### config.mk
export PLATFORM = sky130hd
export DESIGN_NAME = serial_neuron_acc
export DESIGN_NICKNAME = d
export VERILOG_FILES = /design/src/rtl/neuron_pkg.sv /design/src/rtl/sipo_shift.sv /design/src/rtl/serial_neuron_acc.sv
export SDC_FILE = /design/constraint.sdc
export NUM_CORES = 1
export LEC_CHECK = 0
export BUFFER_PORTS_ARGS = -buffer_cell sky130_fd_sc_hd__buf_4
export CAP_MARGIN = 5
export CORE_ASPECT_RATIO = 0.8
export CORE_MARGIN = 1
export CORE_UTILIZATION = 25
export DETAILED_ROUTE_END_ITERATION = 8
export PLACE_DENSITY_LB_ADDON = 0.08
export SLEW_MARGIN = 15
export SYNTH_ARGS = -nofsm -noshare
export SYNTH_HDL_FRONTEND = slang
export SYNTH_SLANG_ARGS = --single-unit
### constraint.sdc
create_clock -name clk -period 4.95 [get_ports clk]
set_clock_uncertainty 0.05 [all_clocks]
set_input_delay 0.495 -clock clk [delete_from_list [all_inputs] [get_ports clk]]
set_output_delay 0.495 -clock clk [all_outputs]
set_load 0.01 [all_outputs]
### src/rtl/neuron_pkg.sv
// Shared types and helpers for the bit-serial neuron datapath: state encoding,
// width helper and the ReLU/saturation stage applied to the final accumulator.
package neuron_pkg;

  localparam int N_DW  = 8;
  localparam int N_WW  = 8;
  localparam int N_NIN = 4;
  localparam int N_AW  = 20;

  typedef enum logic [1:0] {
    IDLE  = 2'd0,
    SHIFT = 2'd1,
    MAC   = 2'd2,
    DONE  = 2'd3
  } state_t;

  function automatic int clog2(input int v);
    int r;
    r = 0;
    for (int i = 0; i < 31; i++) begin
      if ((1 << i) < v) r = i + 1;
    end
    return r;
  endfunction

  localparam logic signed [N_AW-1:0] Y_MAX = N_AW'((1 << N_DW) - 1);

  // Returns {sat, y}: negative clamps to zero, anything above 2^DW-1 clips high.
  function automatic logic [N_DW:0] relu_sat(input logic signed [N_AW-1:0] acc);
    if (acc < 0)
      return '0;
    else if (acc > Y_MAX)
      return {1'b1, {N_DW{1'b1}}};
    else
      return {1'b0, acc[N_DW-1:0]};
  endfunction

endpackage

### src/rtl/sipo_shift.sv
// Serial-in/parallel-out register fed LSB first; after W enabled edges bit 0
// holds the first bit received.
module sipo_shift #(
  parameter int W = 8
) (
  input  logic         clk,
  input  logic         clr,
  input  logic         en_i,
  input  logic         bit_i,
  output logic [W-1:0] data_o
);

  logic [W-1:0] data_q;

  always_ff @(posedge clk or negedge clr) begin
    if (!clr)
      data_q <= '0;
    else if (en_i)
      data_q <= {bit_i, data_q[W-1:1]};
  end

  assign data_o = data_q;

endmodule

### src/rtl/serial_neuron_acc.sv
// Bit-serial neuron: deserialises NIN activations, accumulates activation*weight
// onto a bias, then applies ReLU and unsigned saturation behind a valid/ready port.
module serial_neuron_acc
  import neuron_pkg::*;
#(
  parameter int DW  = N_DW,
  parameter int WW  = N_WW,
  parameter int NIN = N_NIN,
  parameter int AW  = N_AW,
  localparam int IW = (NIN > 1) ? clog2(NIN) : 1
) (
  input  logic          clk,
  input  logic          clr,
  input  logic          start,
  input  logic          x_bit,
  input  logic [WW-1:0] w,
  input  logic [AW-1:0] bias,
  output logic [IW-1:0] w_idx,
  output logic          busy,
  output logic          out_valid,
  input  logic          out_ready,
  output logic [DW-1:0] y,
  output logic          sat
);

  localparam int CW = (DW > 1) ? clog2(DW) : 1;

  state_t                state_q;
  logic signed [AW-1:0]  acc_q;
  logic [CW-1:0]         bit_cnt_q;
  logic [IW-1:0]         w_idx_q;
  logic                  busy_q;
  logic                  valid_q;
  logic [DW-1:0]         y_q;
  logic                  sat_q;

  logic [DW-1:0]         xreg;
  logic signed [DW+WW:0] prod;
  logic signed [AW-1:0]  acc_d;
  logic [DW:0]           res_d;

  sipo_shift #(.W(DW)) u_sipo (
    .clk    (clk),
    .clr    (clr),
    .en_i   (state_q == SHIFT),
    .bit_i  (x_bit),
    .data_o (xreg)
  );

  // Activation is unsigned, so a zero MSB is prepended before the signed multiply.
  assign prod  = $signed({1'b0, xreg}) * $signed(w);
  assign acc_d = acc_q + $signed({{(AW-DW-WW-1){prod[DW+WW]}}, prod});
  assign res_d = relu_sat(acc_d);

  always_ff @(posedge clk or negedge clr) begin
    if (!clr) begin
      state_q   <= IDLE;
      acc_q     <= '0;
      bit_cnt_q <= '0;
      w_idx_q   <= '0;
      busy_q    <= 1'b0;
      valid_q   <= 1'b0;
      y_q       <= '0;
      sat_q     <= 1'b0;
    end else begin
      case (state_q)
        IDLE: begin
          if (start) begin
            acc_q     <= bias;
            w_idx_q   <= '0;
            bit_cnt_q <= '0;
            busy_q    <= 1'b1;
            state_q   <= SHIFT;
          end
        end
        SHIFT: begin
          bit_cnt_q <= bit_cnt_q + CW'(1);
          if (bit_cnt_q == CW'(DW - 1))
            state_q <= MAC;
        end
        MAC: begin
          acc_q <= acc_d;
          if (w_idx_q == IW'(NIN - 1)) begin
            valid_q <= 1'b1;
            sat_q   <= res_d[DW];
            y_q     <= res_d[DW-1:0];
            state_q <= DONE;
          end else begin
            w_idx_q   <= w_idx_q + IW'(1);
            bit_cnt_q <= '0;
            state_q   <= SHIFT;
          end
        end
        DONE: begin
          if (out_ready) begin
            valid_q <= 1'b0;
            busy_q  <= 1'b0;
            state_q <= IDLE;
          end
        end
        default: state_q <= IDLE;
      endcase
    end
  end

  assign w_idx     = w_idx_q;
  assign busy      = busy_q;
  assign out_valid = valid_q;
  assign y         = y_q;
  assign sat       = sat_q;

endmodule

### Yosys cells after proc, flatten, opt, wreduce, memory -nomap -nowiden

Index checks and enable logic that the tools add are counted.

* logic and storage cells: 57
* output and inout bits: 13
* flip-flop bits (word level): 46
* input port bits: 33

* add/sub/neg operators: 3
* magnitude comparators: 2
* equal/unequal tests: 10
* mux-type cells: 20
* reduce and logical (&&, ||, !) cells: 12
* multiply operators: 1

Operators with widths (count)
* one-hot mux 20 bit (2 select lines): 1
* adder 20 x 17 -> 20 bit: 1
* > comparator 20 x 9 -> 1 bit, second input constant: 1
* < comparator 20 x 1 -> 1 bit, second input constant: 1
* two-way mux 20 bit: 1
* two-way mux 9 bit: 2
* multiplier 9 x 8 -> 17 bit: 1
* AND reduction 3 bit: 5
* two-way mux 2 bit: 6
* != test 2 bit, second input constant: 5
* one-hot mux 3 bit (3 select lines): 1
* one-hot mux 2 bit (4 select lines): 1
* == test 2 bit, second input constant: 3
* two-way mux 3 bit: 2
* nonzero test 2 bit: 3
* one-hot mux 1 bit (2 select lines): 2
* one-hot mux 2 bit (2 select lines): 1
* AND reduction 2 bit: 2
* adder 3 x 1 -> 3 bit, second input constant: 1
* == test 3 bit, second input constant: 1
* two-way mux 1 bit: 3
* nonzero test 3 bit: 1
* adder 2 x 1 -> 2 bit, second input constant: 1
* == test 2 x 1 -> 1 bit, second input constant: 1
* logical NOT 2 bit: 1

### Logic depth before layout (Yosys ltp)

Gate-level depths: netlist of the first run.

* word-level depth: 5
* mapped depth: 21
* gate-level depth less buffers: 20

### Cells and area by module

A second synthesis of the first run with hierarchy kept.

* cell total of the unflattened synthesis: 540
* area total of the unflattened synthesis: 5104.9 µm²

By module, submodules not included
* serial_neuron_acc: cells each 523, seq. area each 950.9 µm², area an instance 4773.3 µm², instances 1
* sipo_shift: cells each 17, seq. area each 200.2 µm², area an instance 331.6 µm², instances 1

### Worst setup path after synthesis of the first run

OpenSTA, ideal clock, no wires.

* kind: input-to-reg
* start point: input port w[1]
* end point: register y_q[0], in the netlist y[0]
* slack: -0.427 ns
* setup time: 0.145 ns
* arrival: 5.182 ns
* stages on the path: 16
* data required time: 4.755 ns
* buffers on the path: 1
* cells stage by stage: clkbuf_1 > nand2_1 > fa_1 > inv_1 > fa_1 > fa_1 > fa_1 > fa_1 > ha_1 > and4_4 > o2111ai_1 > o41ai_1 > a2111oi_0 > nand4_1 > o311ai_4 > o21ai_0

* cells in the longest elaborated chain, start to end: 5
* elaborated cells between the ends (all ways): 6
* classes of those cells: add/sub: 1; mul: 1; order compare: 2; mux: 2

RTL lines
* start, declared: line serial_neuron_acc.sv:16 `input logic [WW-1:0] w,`
* multiplier 9 x 8 -> 17 bit (*): line serial_neuron_acc.sv:51 `assign prod = $signed({1'b0, xreg}) * $signed(w);`
* adder 20 x 17 -> 20 bit (*): line serial_neuron_acc.sv:52 `assign acc_d = acc_q + $signed({{(AW-DW-WW-1){prod[DW+WW]}}, prod});`
* > comparator 20 x 9 -> 1 bit: line neuron_pkg.sv:32 `else if (acc > Y_MAX)`
* two-way mux 9 bit: line neuron_pkg.sv:32
* two-way mux 9 bit (*): line neuron_pkg.sv:30 `if (acc < 0)`
* end signal, assigned: line serial_neuron_acc.sv:86 `y_q <= res_d[DW-1:0];`
* end, declared: line serial_neuron_acc.sv:34 `logic [DW-1:0] y_q;`

Every way passes the cells marked *; elsewhere a longest branch is shown, timed or not.
A chain may end at the register's enable or synchronous reset.

### Worst setup path after layout of the first run

* start point: register u_sipo.data_q[5], in the netlist u_sipo.data_o[5]
* end point: register y_q[0], in the netlist y[0]

* cells in the longest elaborated chain, start to end: 5
* elaborated cells between the ends (all ways): 6
* classes of those cells: add/sub: 1; mul: 1; order compare: 2; mux: 2

RTL lines
* start, declared: line sipo_shift.sv:13 `logic [W-1:0] data_q;`
* start signal, assigned: line sipo_shift.sv:19 `data_q <= {bit_i, data_q[W-1:1]};`
* multiplier 9 x 8 -> 17 bit (*): line serial_neuron_acc.sv:51
* adder 20 x 17 -> 20 bit (*): line serial_neuron_acc.sv:52
* > comparator 20 x 9 -> 1 bit: line neuron_pkg.sv:32
* two-way mux 9 bit: line neuron_pkg.sv:32
* two-way mux 9 bit (*): line neuron_pkg.sv:30

Marked as above.

==> impl_metrics.py, run 1 <==
metrics = {
    "status": {
        "status": "complete, but fails checks",
        "violations": "negative setup slack",
    },
    "layout": {
        "nets": 792,
        "drive_gt1_frac": 0.341,
        "area_growth_syn_to_layout_pct": 35.3,
        "diodes": 0,
        "final_common_cell": "buf_4",
        "layout_common_cells": "buf_4 (106), inv_1 (65), nand2_1 (52), ha_1 (52), fa_1 (43)",
    },
    "setup_path": {
        "critical-path-top-delay-family": "adder cells",
        "crit_buf_inv": 6,
        "cp.arrival_ps": 5440,
        "crit_type": "register to register",
        "crit_top_cell": "fa_1",
        "slowest_delay_ps": 560,
        "cp_cell_sequence": "buf_6, nand2_2, fa_1, inv_1, fa_1, inv_1, fa_1, inv_2, fa_2, fa_2, ha_4, and4_4, or2_4, buf_4, a31oi_4, mux2_2, nand4_1, o311ai_4, buf_6, o21ai_2",
        "critPathCaptureType": "register",
        "critPathLaunchType": "register",
        "cp_max_fo": 8,
        "critPathRequiredTime_ps": 5090,
        "slowest_stage": "fa_2",
    },
    "sta": {
        "rsz0062_at_grt": "true",
        "setup_tns_ps": -3070,
        "worst_slew_margin_rel": 0.557,
        "worstMarginPinSlew_ps": 664,
        "period_share": 1.07,
        "setup_viol": 10,
        "final_hold_viol_count": 0,
        "period_minus_slack_ps": 5300,
        "fmax_mhz": 189,
        "maxSlewViolCount": 0,
        "setup_ws_ps": -350,
    },
    "clock_network": {
        "htree_levels": 2,
        "clk_pin_slew_worst_paths_ps": 80,
        "clock-sinks": 46,
        "clock_latency_ps": 310,
        "numCtsBuffers": 5,
        "cts_tree": "built",
        "clockBufferDepth": 2,
        "root_buffer": "clkbuf_16",
    },
    "logic_synthesis": {
        "yosysTopAreaCell": "dfrtp_1",
        "synth_edf_count": 0,
        "syn_inst": 544,
        "avgSynthCellArea_sq_um": 9.34,
        "ys_warn_count": 0,
        "yosys_most_used_dff": "dfrtp_1",
        "syn_nets": 691,
        "ys_top_cells_by_area": "dfrtp_1 (23%), fa_1 (20%), ha_1 (16%), inv_1 (5.3%), nand2_1 (4.8%)",
        "synth_top_cell_area_share": 0.227,
        "yosysSeqAreaShare": 0.227,
        "synth_cell_types": 49,
        "synth-seq-cells": 46,
        "synth_area_sq_um": 5080,
        "synthArstFlopShare": 1.00,
    },
    "placed_design": {
        "io_buffers": 45,
        "post-place-ws_ps": -751,
        "gp_congestion": 0.806,
        "place_hpwl_um": 11200,
    },
    "run": {
        "drv_cap": 0,
    },
    "drt": {
        "drc": 0,
        "wl_met3_um": 614,
        "highest_layer": "met4",
        "vias_per_cell": 4.49,
        "avgRoutedWirePerCell_um": 15.7,
        "vias": 4088,
        "finalWirelength_um": 14300,
        "drtAntennaViolNets": 0,
        "drt-met1-wl_um": 7050,
        "dr_wl_met2_um": 6520,
        "drt_iter0_drc": 181,
        "detail_route.first_pass.iterations": 7,
    },
    "global_routing": {
        "grt_max_degree": 47,
        "grt_pass1_vias": 4399,
        "grt_pass1_wl_um": 23300,
        "grtUsageTotal": 0.144,
        "grt_overflow_total": 0,
        "grt_antenna_before_repair": 0,
    },
    "hold_path": {
        "hp-class": "input pin to asynchronous set/reset pin",
    },
    "floorplan": {
        "fp.dieArea_sq_um": 20900,
        "die_y_um": 130,
        "initial_core_util": 0.256,
        "core_area_sq_um": 19900,
        "io-pin-count": 46,
        "num_rows": 46,
        "fp.dieW_um": 161,
    },
}
==> cell families (layout without fill, tap and decap cells) <==
logic type | count (synthesis) | count (layout) | synth area share
compound gates | 87 | 87 | 0.110
xor+xnor | 19 | 19 | 0.0342
fa+ha+maj | 114 | 114 | 0.356
buf+inv | 95 | 197 | 0.0707
flops | 46 | 46 | 0.227
mux | 27 | 27 | 0.0564
simple gates | 156 | 156 | 0.146
==> sequential cells by signal, summed over array words and instances (netlist names) <==
name,count
w_idx,2
sat,1
bit_cnt_q,3
out_valid,1
u_sipo.data_o,8
state_q,2
busy,1
y,8
acc_q,20
==> path summary, 6_finish.rpt <==
path,from,endpoint,slack (ps),depth (start not counted)
worst max register to register,u_sipo.data_o[5],y[0],-350,20
max in group asynchronous,clr,u_sipo.data_o[2],4200,1
worst min-delay path,clr,acc_q[9],170,1
worst max-delay path,u_sipo.data_o[5],y[0],-350,20
min in group clk,x_bit,u_sipo.data_o[7],370,2
worst min register to register,sat,sat,460,2
==> layout make-up <==
cell class              instances  area, sq um
repair buffers                117          942
clock buffers                   5          125
well taps                     264          330
inverters                      72          270
fillers                      2102        13000
flip-flops and latches         46         1160
clock inverters                 3         28.8
multi-input cells             403         4020
==> Yosys cell counts, drive strengths merged, types with 3 or more instances <==
library cell / n
a31oi: 5
and3: 3
mux2: 13
nand2b: 9
a21oi: 22
nand3: 6
a21o: 3
nor2b: 8
a22o: 4
inv: 72
nand2: 65
xor2: 5
o21ai: 29
nor2: 27
a211oi: 7
ha: 63
nor3: 3
xnor2: 14
fa: 51
clkbuf: 20
dfrtp: 46
and2: 27
mux2i: 14
buf: 3
==> per-stage QoR <==
| step | utilization | instances | hold WS [ps] | instance area, sq um |
|---|---|---|---|---|
| 2_1_floorplan | - | 544 | 149 | 5250 |
| 3_3_place_gp | 0.313 | 887 | 441 | 6220 |
| 3_5_place_dp | 0.313 | 887 | 435 | 6220 |
| 4_1_cts | 0.333 | 906 | 198 | 6610 |
| 5_1_grt | 0.346 | 910 | 230 | 6870 |
| 6_report | 0.346 | 910 | 166 | 6870 |
==> layer usage <==
layer  vias up  track usage
met5         -            0
li1       1998            -
met1      1999        0.207
met2        78        0.233
met4         0       0.0283
met3        13       0.0163
==> repair_timing <==
| item | 4_1_cts | 5_1_grt |
|---|---|---|
| buffers inserted | 10 | 3 |
| hold buffers | 0 | 0 |
| cloned | 1 | 1 |
| endpoints found under the setup margin | 14 | 15 |
| resized for setup | 34 | 49 |
| pin swaps | 17 | 38 |
Power of run 1 is not shown: default switching activity piles up to over one toggle a cycle in this logic, so the estimate is an artifact.
==> run 2: changes to the inputs <==
PLACE_DENSITY = 0.43   (was unset)
PLACE_DENSITY_LB_ADDON = unset   (was 0.08)
==> impl_metrics.py, run 2 (synthesis gave the netlist of run 1 again) <==
metrics = {
    "clock_network": {
        "cts_tree": "built",
        "numCtsBuffers": 5,
        "root_buffer": "clkbuf_16",
        "postCtsHoldBufs": 0,
        "clk_pin_slew_worst_paths_ps": 80,
        "clock-sinks": 46,
        "htree_levels": 2,
        "clockBufferDepth": 2,
        "clock_latency_ps": 300,
    },
    "sta": {
        "setup_viol": 10,
        "worstMarginPinSlew_ps": 657,
        "setup_ws_ps": -398,
        "worst_slew_margin_rel": 0.562,
        "period_minus_slack_ps": 5350,
        "period_share": 1.08,
        "fmax_mhz": 187,
        "maxSlewViolCount": 0,
        "rsz0062_at_grt": "true",
        "final_hold_viol_count": 0,
    },
    "layout": {
        "nets": 802,
        "layout_common_cells": "buf_4 (116), inv_1 (66), nand2_1 (54)",
        "finalCoreUtilization": 0.349,
        "diodes": 0,
        "final_common_cell": "buf_4",
        "area_growth_syn_to_layout_pct": 36.5,
        "largest_register": "acc_q",
        "largest_reg_flops": 20,
        "nFillCells": 2060,
        "drive_gt1_frac": 0.357,
    },
    "global_routing": {
        "grtUsageTotal": 0.135,
        "grt_overflow_total": 0,
        "globalRouteMet1Util": 0.193,
        "met3_usage": 0.0202,
        "grt_max_degree": 47,
        "busiest_layer": "met2",
        "grt_antenna_before_repair": 0,
        "grt_use_met2": 0.216,
        "grt_pass1_wl_um": 22400,
        "grt_pass1_vias": 4405,
    },
    "status": {
        "status": "complete, but fails checks",
        "violations": "negative setup slack",
    },
    "floorplan": {
        "fp.dieArea_sq_um": 20900,
        "num_rows": 46,
        "die_y_um": 130,
        "io-pin-count": 46,
        "initial_core_util": 0.256,
        "fp.dieW_um": 161,
        "core_area_sq_um": 19900,
    },
    "drt": {
        "avgRoutedWirePerCell_um": 15.0,
        "vias_per_cell": 4.44,
        "detail_route.first_pass.iterations": 4,
        "drtAntennaViolNets": 0,
        "drc": 0,
        "vias": 4089,
        "finalWirelength_um": 13800,
        "drt_iter0_drc": 180,
    },
    "placed_design": {
        "place_hpwl_um": 10900,
        "io_buffers": 45,
        "gp_congestion": 0.828,
    },
    "setup_path": {
        "critPathLaunchType": "register",
        "cp_max_fo": 5,
        "slowest_delay_ps": 580,
        "cp.arrival_ps": 5480,
        "critPathCaptureType": "register",
        "critical-path-top-delay-family": "adder cells",
        "crit_type": "register to register",
        "critPathRequiredTime_ps": 5090,
        "cp_cell_sequence": "nand2b_4, fa_1, fa_1, inv_2, fa_1, fa_1, fa_2, ha_4, buf_4, and4_4, or2_4, a31oi_2, mux2_2, nand4_1, o311ai_4, buf_6, o21ai_2",
        "crit_top_cell": "fa_1",
        "slowest_stage": "fa_2",
        "crit_buf_inv": 3,
    },
    "run": {
        "drv_cap": 0,
    },
    "hold_path": {
        "hp-class": "input pin to asynchronous set/reset pin",
    },
}
==> run 2: changes by cell type in the layout (fill, tap and decap cells not counted), sizes merged <==
cell  delta
buf     +10
==> run 2: stage by stage <==
stage / instance area, sq um / setup slack (ps) / instances / TNS (ps) / hold WS [ps]
3_5_place_dp: 6250 / -672 / 889 / -6780 / 445
5_1_grt: 6940 / -558 / 920 / -5060 / 215
4_1_cts: 6670 / -376 / 909 / -3390 / 197
3_3_place_gp: 6250 / -646 / 889 / -6530 / 437
2_1_floorplan: 5250 / -59.1 / 544 / -434 / 149
6_report: 6940 / -398 / 920 / -3370 / 170
==> run 2: per-layer routing <==
layer  share of wire  up-vias  routed length (um)
li1                -     2013                   -
met2            0.46       59                6280
met3           0.032        6                 437
met4           0.011        0                 147
met1            0.50     2011                6900
met5               0        -                   0
==> run 2: cell type report <==
class | count | area [sq um] | share of cell area
inverter | 72 | 270 | 0.0390
clock inverter | 3 | 28.8 | 0.00415
multi-input combinational | 403 | 4000 | 0.576
sequential | 46 | 1160 | 0.167
tap | 264 | 330 | 0.0476
timing repair buffer | 127 | 1030 | 0.148
clock buffer | 5 | 125 | 0.0180
==> run 2: worst paths after layout <==
path	start	slack (ps)	to	cells past startpoint
max in group asynchronous	clr	4200	u_sipo.data_o[2]	1
setup reg to reg	u_sipo.data_o[0]	-400	y[3]	17
hold reg to reg	acc_q[5]	460	acc_q[5]	2
min in group clk	x_bit	380	u_sipo.data_o[7]	2
hold / removal	clr	170	acc_q[15]	1
setup / recovery	u_sipo.data_o[0]	-400	y[3]	17
==> run 2: repair_timing <==
item | in CTS | in global routing
gates resized for setup | 31 | 53
pin swaps | 18 | 51
gates cloned | 1 | 1
setup buffers | 12 | 12
endpoints found under the setup margin | 13 | 16
Power of run 2 is left out for the same reason.
